--- src/rtl/regfile_write_sequencer.sv ---
// regfile_write_sequencer
// Owns the single write port of the register file. After reset it optionally
// clears every register with a walk of zero writes. It then arbitrates the
// port between two writeback requesters with round-robin priority.
//
// Ports:
//   clk                  rising-edge clock
//   rst                  synchronous active-low reset
//   req0_valid/ready     requester 0 (ALU writeback) handshake; ready is combinational
//   req0_addr/data       requester 0 destination register and write data
//   req1_*               the same set for requester 1 (load writeback)
//   RegWrite             register file write enable (registered)
//   write_reg            register file write address (registered)
//   write_data           register file write data (registered)
//   init_done            high once the clear walk completes; held until reset
//   last_grant           id of the most recently accepted requester
module regfile_write_sequencer #(
  parameter int unsigned DATA_W     = 32,
  parameter int unsigned ADDR_W     = 5,
  parameter int unsigned NUM_REGS   = 32,
  parameter bit          INIT_CLEAR = 1'b1
) (
  input  logic              clk,
  input  logic              rst,
  input  logic              req0_valid,
  output logic              req0_ready,
  input  logic [ADDR_W-1:0] req0_addr,
  input  logic [DATA_W-1:0] req0_data,
  input  logic              req1_valid,
  output logic              req1_ready,
  input  logic [ADDR_W-1:0] req1_addr,
  input  logic [DATA_W-1:0] req1_data,
  output logic              RegWrite,
  output logic [ADDR_W-1:0] write_reg,
  output logic [DATA_W-1:0] write_data,
  output logic              init_done,
  output logic              last_grant
);

  localparam logic [ADDR_W-1:0] LAST_IDX = ADDR_W'(NUM_REGS - 1);

  typedef enum logic {
    ST_INIT = 1'b0,
    ST_RUN  = 1'b1
  } state_t;

  state_t            state;
  logic [ADDR_W-1:0] idx;
  logic              prio;
  logic              run;
  logic              fire0;
  logic              fire1;

  // Priority only matters when both requesters want the port, so a lone
  // requester is always ready; the two readies are never both granted on
  // valid requests in the same cycle.
  assign run        = (state == ST_RUN);
  assign req0_ready = run && (!prio || !req1_valid);
  assign req1_ready = run && ( prio || !req0_valid);
  assign fire0      = req0_valid && req0_ready;
  assign fire1      = req1_valid && req1_ready;

  // Clear walk, arbitration and registered register-file drive.
  always_ff @(posedge clk) begin
    if (!rst) begin
      state      <= INIT_CLEAR ? ST_INIT : ST_RUN;
      idx        <= '0;
      prio       <= 1'b0;
      RegWrite   <= 1'b0;
      write_reg  <= '0;
      write_data <= '0;
      init_done  <= !INIT_CLEAR;
      last_grant <= 1'b0;
    end else begin
      case (state)
        ST_INIT: begin
          RegWrite   <= 1'b1;
          write_reg  <= idx;
          write_data <= '0;
          // idx parks on the last register instead of wrapping
          if (idx == LAST_IDX) begin
            state     <= ST_RUN;
            init_done <= 1'b1;
          end else begin
            idx <= idx + ADDR_W'(1);
          end
        end
        ST_RUN: begin
          // $zero is hardwired: the handshake completes but no write is issued
          if (fire0) begin
            RegWrite   <= (req0_addr != '0);
            write_reg  <= req0_addr;
            write_data <= req0_data;
            last_grant <= 1'b0;
            prio       <= 1'b1;
          end else if (fire1) begin
            RegWrite   <= (req1_addr != '0);
            write_reg  <= req1_addr;
            write_data <= req1_data;
            last_grant <= 1'b1;
            prio       <= 1'b0;
          end else begin
            RegWrite <= 1'b0;
          end
        end
        default: begin
          state <= ST_INIT;
        end
      endcase
    end
  end

endmodule

--- config.mk ---
export PLATFORM = sky130hd
export DESIGN_NAME = regfile_write_sequencer
export DESIGN_NICKNAME = d
export VERILOG_FILES = /design/src/rtl/regfile_write_sequencer.sv
export SDC_FILE = /design/constraint.sdc
export NUM_CORES = 1
export LEC_CHECK = 0
export ABC_AREA = 1
export CAP_MARGIN = 5
export CORE_MARGIN = 2
export CORE_UTILIZATION = 30
export DETAILED_ROUTE_END_ITERATION = 6
export GPL_TIMING_DRIVEN = 0
export HOLD_SLACK_MARGIN = 0.02
export SLEW_MARGIN = 30
export SYNTH_ARGS = -nofsm -noshare
export SYNTH_HDL_FRONTEND = slang
export SYNTH_SLANG_ARGS = --single-unit
--- constraint.sdc ---
create_clock -name clk -period 1.9 [get_ports clk]
set_input_delay 0.19 -clock clk [delete_from_list [all_inputs] [get_ports clk]]
set_output_delay 0.19 -clock clk [all_outputs]
set_load 0.01 [all_outputs]
==> results.sh, run 1 <==
export IMPL_status="finished clean"
export IMPL_start_util=0.3084
export IMPL_die_h_um=95.90
export IMPL_holdBufCountCts=0
export IMPL_synth_compound_area_frac=0.1289
export IMPL_pwr_share_seq=0.506
export IMPL_syn_to_final_growth_pct=55.85
export IMPL_netlist_instances=365
export IMPL_worst_path_buf_inv=3
export IMPL_cts_buffers=5
export IMPL_setup_viol=0
export IMPL_cp_end_kind="output port"
export IMPL_slew_viol_final=0
export IMPL_cts_sinks=47
export IMPL_clockPowerShare=0.359
export IMPL_switchingPower_mw=0.4240
export IMPL_postCtsSetupBuffers=0
export IMPL_muxShareOfSynthArea=0
export IMPL_final_nets=570
export IMPL_fmax_mhz=569.9
export IMPL_core_area_um2=8217
export IMPL_grt_max_degree=14
export IMPL_critical_path_required_ps=1710
export IMPL_r2r_slack_ps=160
export IMPL_ios=120
export IMPL_viasPerCell=4.571
export IMPL_synth_top_family_by_area="simple AND/OR/NAND/NOR gates"
export IMPL_critPathArrivalTime_ps=1560
export IMPL_slew_headroom=0.5414
export IMPL_startpoint_type="flop"
export IMPL_synth_net_count=445
export IMPL_rsz0062_at_grt="false"
export IMPL_num_rows=33
export IMPL_hp_class="in2reg"
export IMPL_port_buffers=118
export IMPL_synth_simple_area_share=0.3842
export IMPL_post_cts_resized=0
export IMPL_final_cell_mix="nand2_1 (159), clkdlybuf4s50_1 (118), dfxtp_1 (47), nand3_1 (36), nor2_1 (25)"
export IMPL_synth_adder_area_share=0.009877
export IMPL_min_to="write_data[0]$_SDFFE_PN0P_"
export IMPL_post_synth_main_area_contributors="dfxtp_1 (37%), nand2_1 (24%), a21oi_2 (7.6%)"
export IMPL_p_int_mw=1.560
export IMPL_yosysSeqAreaShare=0.3714
export IMPL_drc_errors=0
export IMPL_cts_root_buf="clkbuf_8"
export IMPL_pwr_density_cell_nw_per_um2=502.4
export IMPL_avgRoutedWirePerCell_um=12.39
export IMPL_fin_setup_tns_ps=0
export IMPL_holdWs_ps=336.3
export IMPL_syn_area_per_cell_um2=6.942
export IMPL_dp_hpwl_um=5583
export IMPL_worst_slew_pin_slew_ps=687.9
export IMPL_reg2reg_from="idx[0]$_SDFFE_PN0P_"
export IMPL_grt_pass1_vias=2536
export IMPL_critical_path_slowest_cell="clkdlybuf4s50_1"
export IMPL_synth_top_area_share=0.3714
export IMPL_yosysTopAreaCell="dfxtp_1"
export IMPL_hold_viol=0
export IMPL_fin_skew_ps=7.946
export IMPL_synthXorXnorAreaFrac=0.003457
export IMPL_dieArea_um2=9197
export IMPL_path_max_fanout=10
export IMPL_path_cells="clkbuf_8, inv_4, a21oi_1, clkdlybuf4s50_1"
export IMPL_min_period_ps=1755
export IMPL_combinationalPowerShare=0.135
export IMPL_clockBufferDepth=2
export IMPL_synth_seq_cells=47
export IMPL_holdCritStartpoint="req0_valid"
export IMPL_grt_pass1_wl_um=11660
export IMPL_r2r_end="idx[3]$_SDFFE_PN0P_"
export IMPL_clk_pin_slew_ps=90
export IMPL_max_stage_delay_ps=560
export IMPL_antenna_left=0
export IMPL_routabilityCongestion=0.7477
export IMPL_cts_tree="done"
export IMPL_clock_latency_ps=300
export IMPL_layout_setup_ws_ps=145.4
export IMPL_overflow=0
export IMPL_diodes=0
export IMPL_vias=2720
export IMPL_switching_share=0.2137
export IMPL_rr_worst_depth=8
export IMPL_grt_use_total=0.1622
export IMPL_layout_worst_path_cycle_share=0.9235
export IMPL_drt_total_wl_um=7372
export IMPL_final_common_cell="nand2_1"
export IMPL_critPathKind="reg2out"
export IMPL_dp_slack_ps=113.4
export IMPL_drt_iter0_drc=57
export IMPL_ys_warn_count=0
export IMPL_htreeDepth=2
export IMPL_syn_area_um2=2534
export IMPL_yosysUniqueCellTypes=25
export IMPL_crit_family="buffers and inverters"
export IMPL_whs_path_depth=4
export IMPL_layout_drive_gt1_share=0.1143
export IMPL_dieWidth_um=95.90
export IMPL_antenna_found_initial=0
export IMPL_firstDrtPassIters=5
export IMPL_drv_cap=0
export IMPL_vdd_drop_max_uv=278.5
export IMPL_largest_register_ffs=32
export IMPL_p_leak_nw=1.589
synth_stat cells:
cell      number
nand3_2        2
nand2_4        2
nand3_4        1
nand3_1       36
clkbuf_8       2
clkinv_1       1
nand4_1        6
nor3_1         1
inv_1         10
a21oi_2       22
buf_2          3
a21oi_1       18
buf_6         11
o21ai_0        4
inv_4          1
buf_4          3
xnor2_1        1
inv_2          2
dfxtp_1       47
clkbuf_1       4
nand2_1      159
nor2_1        25
o21a_1         1
a21oi_4        1
ha_1           2
worst min-delay path: cells and delay by family:
| kind | cells | cell delay (ps) |
|---|---|---|
| AND/OR/NAND/NOR | 1 | 70 |
| buffers and inverters | 1 | 140 |
| AO/OA/AOI/OAI | 2 | 180 |
cell type report:
| cell class | instances | area [um^2] |
|---|---|---|
| fillers | 855 | 4268 |
| multi-input cells | 281 | 1334 |
| repair buffers | 118 | 1181 |
| flip-flops and latches | 47 | 940.9 |
| plain buffers | 23 | 203.9 |
| well taps | 105 | 131.4 |
| clock buffers | 6 | 72.57 |
| inverters | 14 | 55.05 |
| clock inverters | 1 | 30.03 |
worst max-delay path by stage:
stage,slack (ps),cells past startpoint,from,end
final,150,4,run$_SDFF_PN0_,req0_ready
after detailed placement,110,9,req1_valid,write_data[8]$_SDFFE_PN0P_
after global routing,20,8,idx[0]$_SDFFE_PN0P_,idx[3]$_SDFFE_PN0P_
after floorplan,370,8,idx[0]$_SDFFE_PN0P_,idx[3]$_SDFFE_PN0P_
after global placement,160,6,req1_valid,write_data[29]$_SDFFE_PN0P_
after CTS,130,4,run$_SDFF_PN0_,req0_ready
layer usage:
| metal | vias to the layer above | GRT usage | routed length (um) |
|---|---|---|---|
| met2 | 95 | 0.2832 | 3454 |
| met1 | 1206 | 0.2003 | 3275 |
| met5 | - | 0 | 0 |
| met3 | 6 | 0.04150 | 578 |
| met4 | 0 | 0.03571 | 64 |
| li1 | 1413 | - | - |
power by group through the flow:
stage / Combinational (mW) / Clock [mW] / Sequential (mW)
after floorplan: 0.0803 / 0 / 1.03
after global placement: 0.268 / 0 / 1.03
after detailed placement: 0.269 / 0 / 1.03
after CTS: 0.271 / 0.745 / 1.00
after global routing: 0.295 / 0.775 / 1.00
final: 0.268 / 0.712 / 1.00
stage by stage:
| stage | area (um^2) | power [mW] | cells | utilization |
|---|---|---|---|---|
| after floorplan | 2534 | 1.107 | 365 | - |
| after global placement | 3846 | 1.294 | 588 | 0.4681 |
| after detailed placement | 3846 | 1.295 | 588 | 0.4681 |
| final | 3949 | 1.984 | 595 | 0.4806 |
| after global routing | 3949 | 2.075 | 595 | 0.4806 |
| after CTS | 3949 | 2.020 | 595 | 0.4806 |
cell families (layout without fill, tap and decap cells):
group / after synthesis / after routing
simple gates: 232 / 232
flops: 47 / 47
compound gates: 46 / 46
buf+inv: 37 / 162
fa+ha+maj: 2 / 2
xor+xnor: 1 / 1
Power figures use the tool's default switching activity.
==> run 2: changes to the inputs <==
Settings changed: CORE_UTILIZATION 30 to 40, PLACE_DENSITY from default to 0.82.
==> run 2 against run 1 <==
First-iteration DRC count up 3.5%. Combinational power is essentially flat. Die area fell by 24%. Cell area is 0.13% lower.
==> results.sh, run 2 (synthesis results as in run 1) <==
export IMPL_p_leak_nw=1.604
export IMPL_pwr_density_cell_nw_per_um2=541.1
export IMPL_critical_path_required_ps=1710
export IMPL_routabilityCongestion=0.7677
export IMPL_antenna_found_initial=0
export IMPL_diodes=0
export IMPL_startpoint_type="flop"
export IMPL_holdCritStartpoint="req0_valid"
export IMPL_min_to="write_data[1]$_SDFFE_PN0P_"
export IMPL_cts_tree="done"
export IMPL_syn_to_final_growth_pct=55.65
export IMPL_drt_total_wl_um=7172
export IMPL_critPathKind="reg2out"
export IMPL_clock_latency_ps=300
export IMPL_setup_viol=0
export IMPL_die_h_um=83.59
export IMPL_ios=120
export IMPL_combinationalPowerShare=0.127
export IMPL_firstDrtPassIters=4
export IMPL_whs_path_depth=4
export IMPL_status="finished clean"
export IMPL_clockBufferDepth=2
export IMPL_antenna_left=0
export IMPL_place_inst=558
export IMPL_critPathArrivalTime_ps=1570
export IMPL_grt_use_total=0.1991
export IMPL_drc_errors=0
export IMPL_finalPower_mw=2.134
export IMPL_grt_pass1_vias=2576
export IMPL_clk_pin_slew_ps=90
export IMPL_stdcell_count=566
export IMPL_vdd_drop_max_uv=336.5
export IMPL_drt_iter0_drc=59
export IMPL_switching_share=0.2032
export IMPL_slew_viol_final=0
export IMPL_p_int_mw=1.700
export IMPL_hold_viol=0
export IMPL_overflow=0
export IMPL_final_nets=570
export IMPL_num_rows=28
export IMPL_final_cell_mix="nand2_1 (159), clkdlybuf4s50_1 (118), dfxtp_1 (47), nand3_1 (36), nor2_1 (24)"
export IMPL_cts_buffers=5
export IMPL_viasPerCell=4.850
export IMPL_switchingPower_mw=0.4336
export IMPL_rsz0062_at_grt="false"
export IMPL_worst_slew_pin_slew_ps=685.7
export IMPL_reg2reg_from="idx[0]$_SDFFE_PN0P_"
export IMPL_dieWidth_um=83.59
export IMPL_final_common_cell="nand2_1"
export IMPL_cp_end_kind="output port"
export IMPL_start_util=0.4205
export IMPL_avgRoutedWirePerCell_um=12.67
export IMPL_min_period_ps=1762
export IMPL_grt_pass1_wl_um=11680
export IMPL_largest_register_ffs=32
export IMPL_hp_class="in2reg"
export IMPL_port_buffers=118
export IMPL_cts_root_buf="clkbuf_8"
export IMPL_fin_setup_tns_ps=0
export IMPL_post_cts_resized=0
export IMPL_fmax_mhz=567.5
export IMPL_dieArea_um2=6986
export IMPL_holdBufCountCts=0
export IMPL_vias=2745
export IMPL_pwr_share_seq=0.471
export IMPL_postCtsSetupBuffers=0
export IMPL_cts_sinks=47
export IMPL_startpoint="run$_SDFF_PN0_"
export IMPL_layout_drive_gt1_share=0.1181
export IMPL_clockPowerShare=0.403
export IMPL_layout_worst_path_cycle_share=0.9275
export IMPL_final_util=0.6545
export IMPL_r2r_end="idx[3]$_SDFFE_PN0P_"
export IMPL_slew_headroom=0.5429
export IMPL_htreeDepth=2
export IMPL_fin_skew_ps=10.77
export IMPL_r2r_slack_ps=240
export IMPL_core_area_um2=6026
export IMPL_path_max_fanout=10
export IMPL_drv_cap=0
export IMPL_rr_worst_depth=8
export IMPL_dp_hpwl_um=5437
export IMPL_grt_max_degree=15
-- run 2: worst max-delay path: stages, from the launching register on --
cell	delay (ps)
dfxtp_1	330
clkbuf_8	170
inv_4	70
a21oi_1	140
clkdlybuf4s50_1	560
-- run 2: per-layer routing --
metal / vias up / GRT usage / share of wire
met5: - / 0 / 0
met4: 0 / 0.05279 / 0.011
met3: 11 / 0.04550 / 0.067
met2: 105 / 0.3578 / 0.48
met1: 1215 / 0.2373 / 0.44
li1: 1414 / - / -
-- run 2: worst max path at each step --
stage                                   to  slack, ps
4_1_cts                idx[3]$_SDFFE_PN0P_        120
5_1_grt                         req1_ready         30
2_1_floorplan          idx[3]$_SDFFE_PN0P_        370
6_report                        req1_ready        140
3_5_place_dp           idx[3]$_SDFFE_PN0P_        130
3_3_place_gp   write_data[10]$_SDFFE_PN0P_        180
-- run 2: metrics by stage --
step / setup WS (ps) / hold slack, ps / instance area [um^2]
after floorplan: 366.3 / 287.6 / 2534
after global placement: 182.8 / 451.2 / 3809
after detailed placement: 132.7 / 449.9 / 3809
after CTS: 117.6 / 313.9 / 3941
after global routing: 26.00 / 333.8 / 3944
final: 137.7 / 328.6 / 3944
-- run 2: power groups by stage --
stage	Combinational, mW	Clock [mW]	Sequential [mW]
finish	0.271	0.859	1.00
global route	0.295	0.920	1.01
CTS	0.271	0.882	1.00
detailed placement	0.270	0	1.03
global placement	0.265	0	1.03
floorplan	0.0803	0	1.03
-- run 2: final cells by class --
cell class,count,area (um^2)
Inverter,14,55.05
Fill cell,555,2082
Multi-Input combinational cell,281,1336
Clock inverter,2,60.06
Sequential cell,47,940.9
Clock buffer,6,72.57
Tap cell,75,93.84
Timing Repair Buffer,118,1181
Buffer,23,203.9
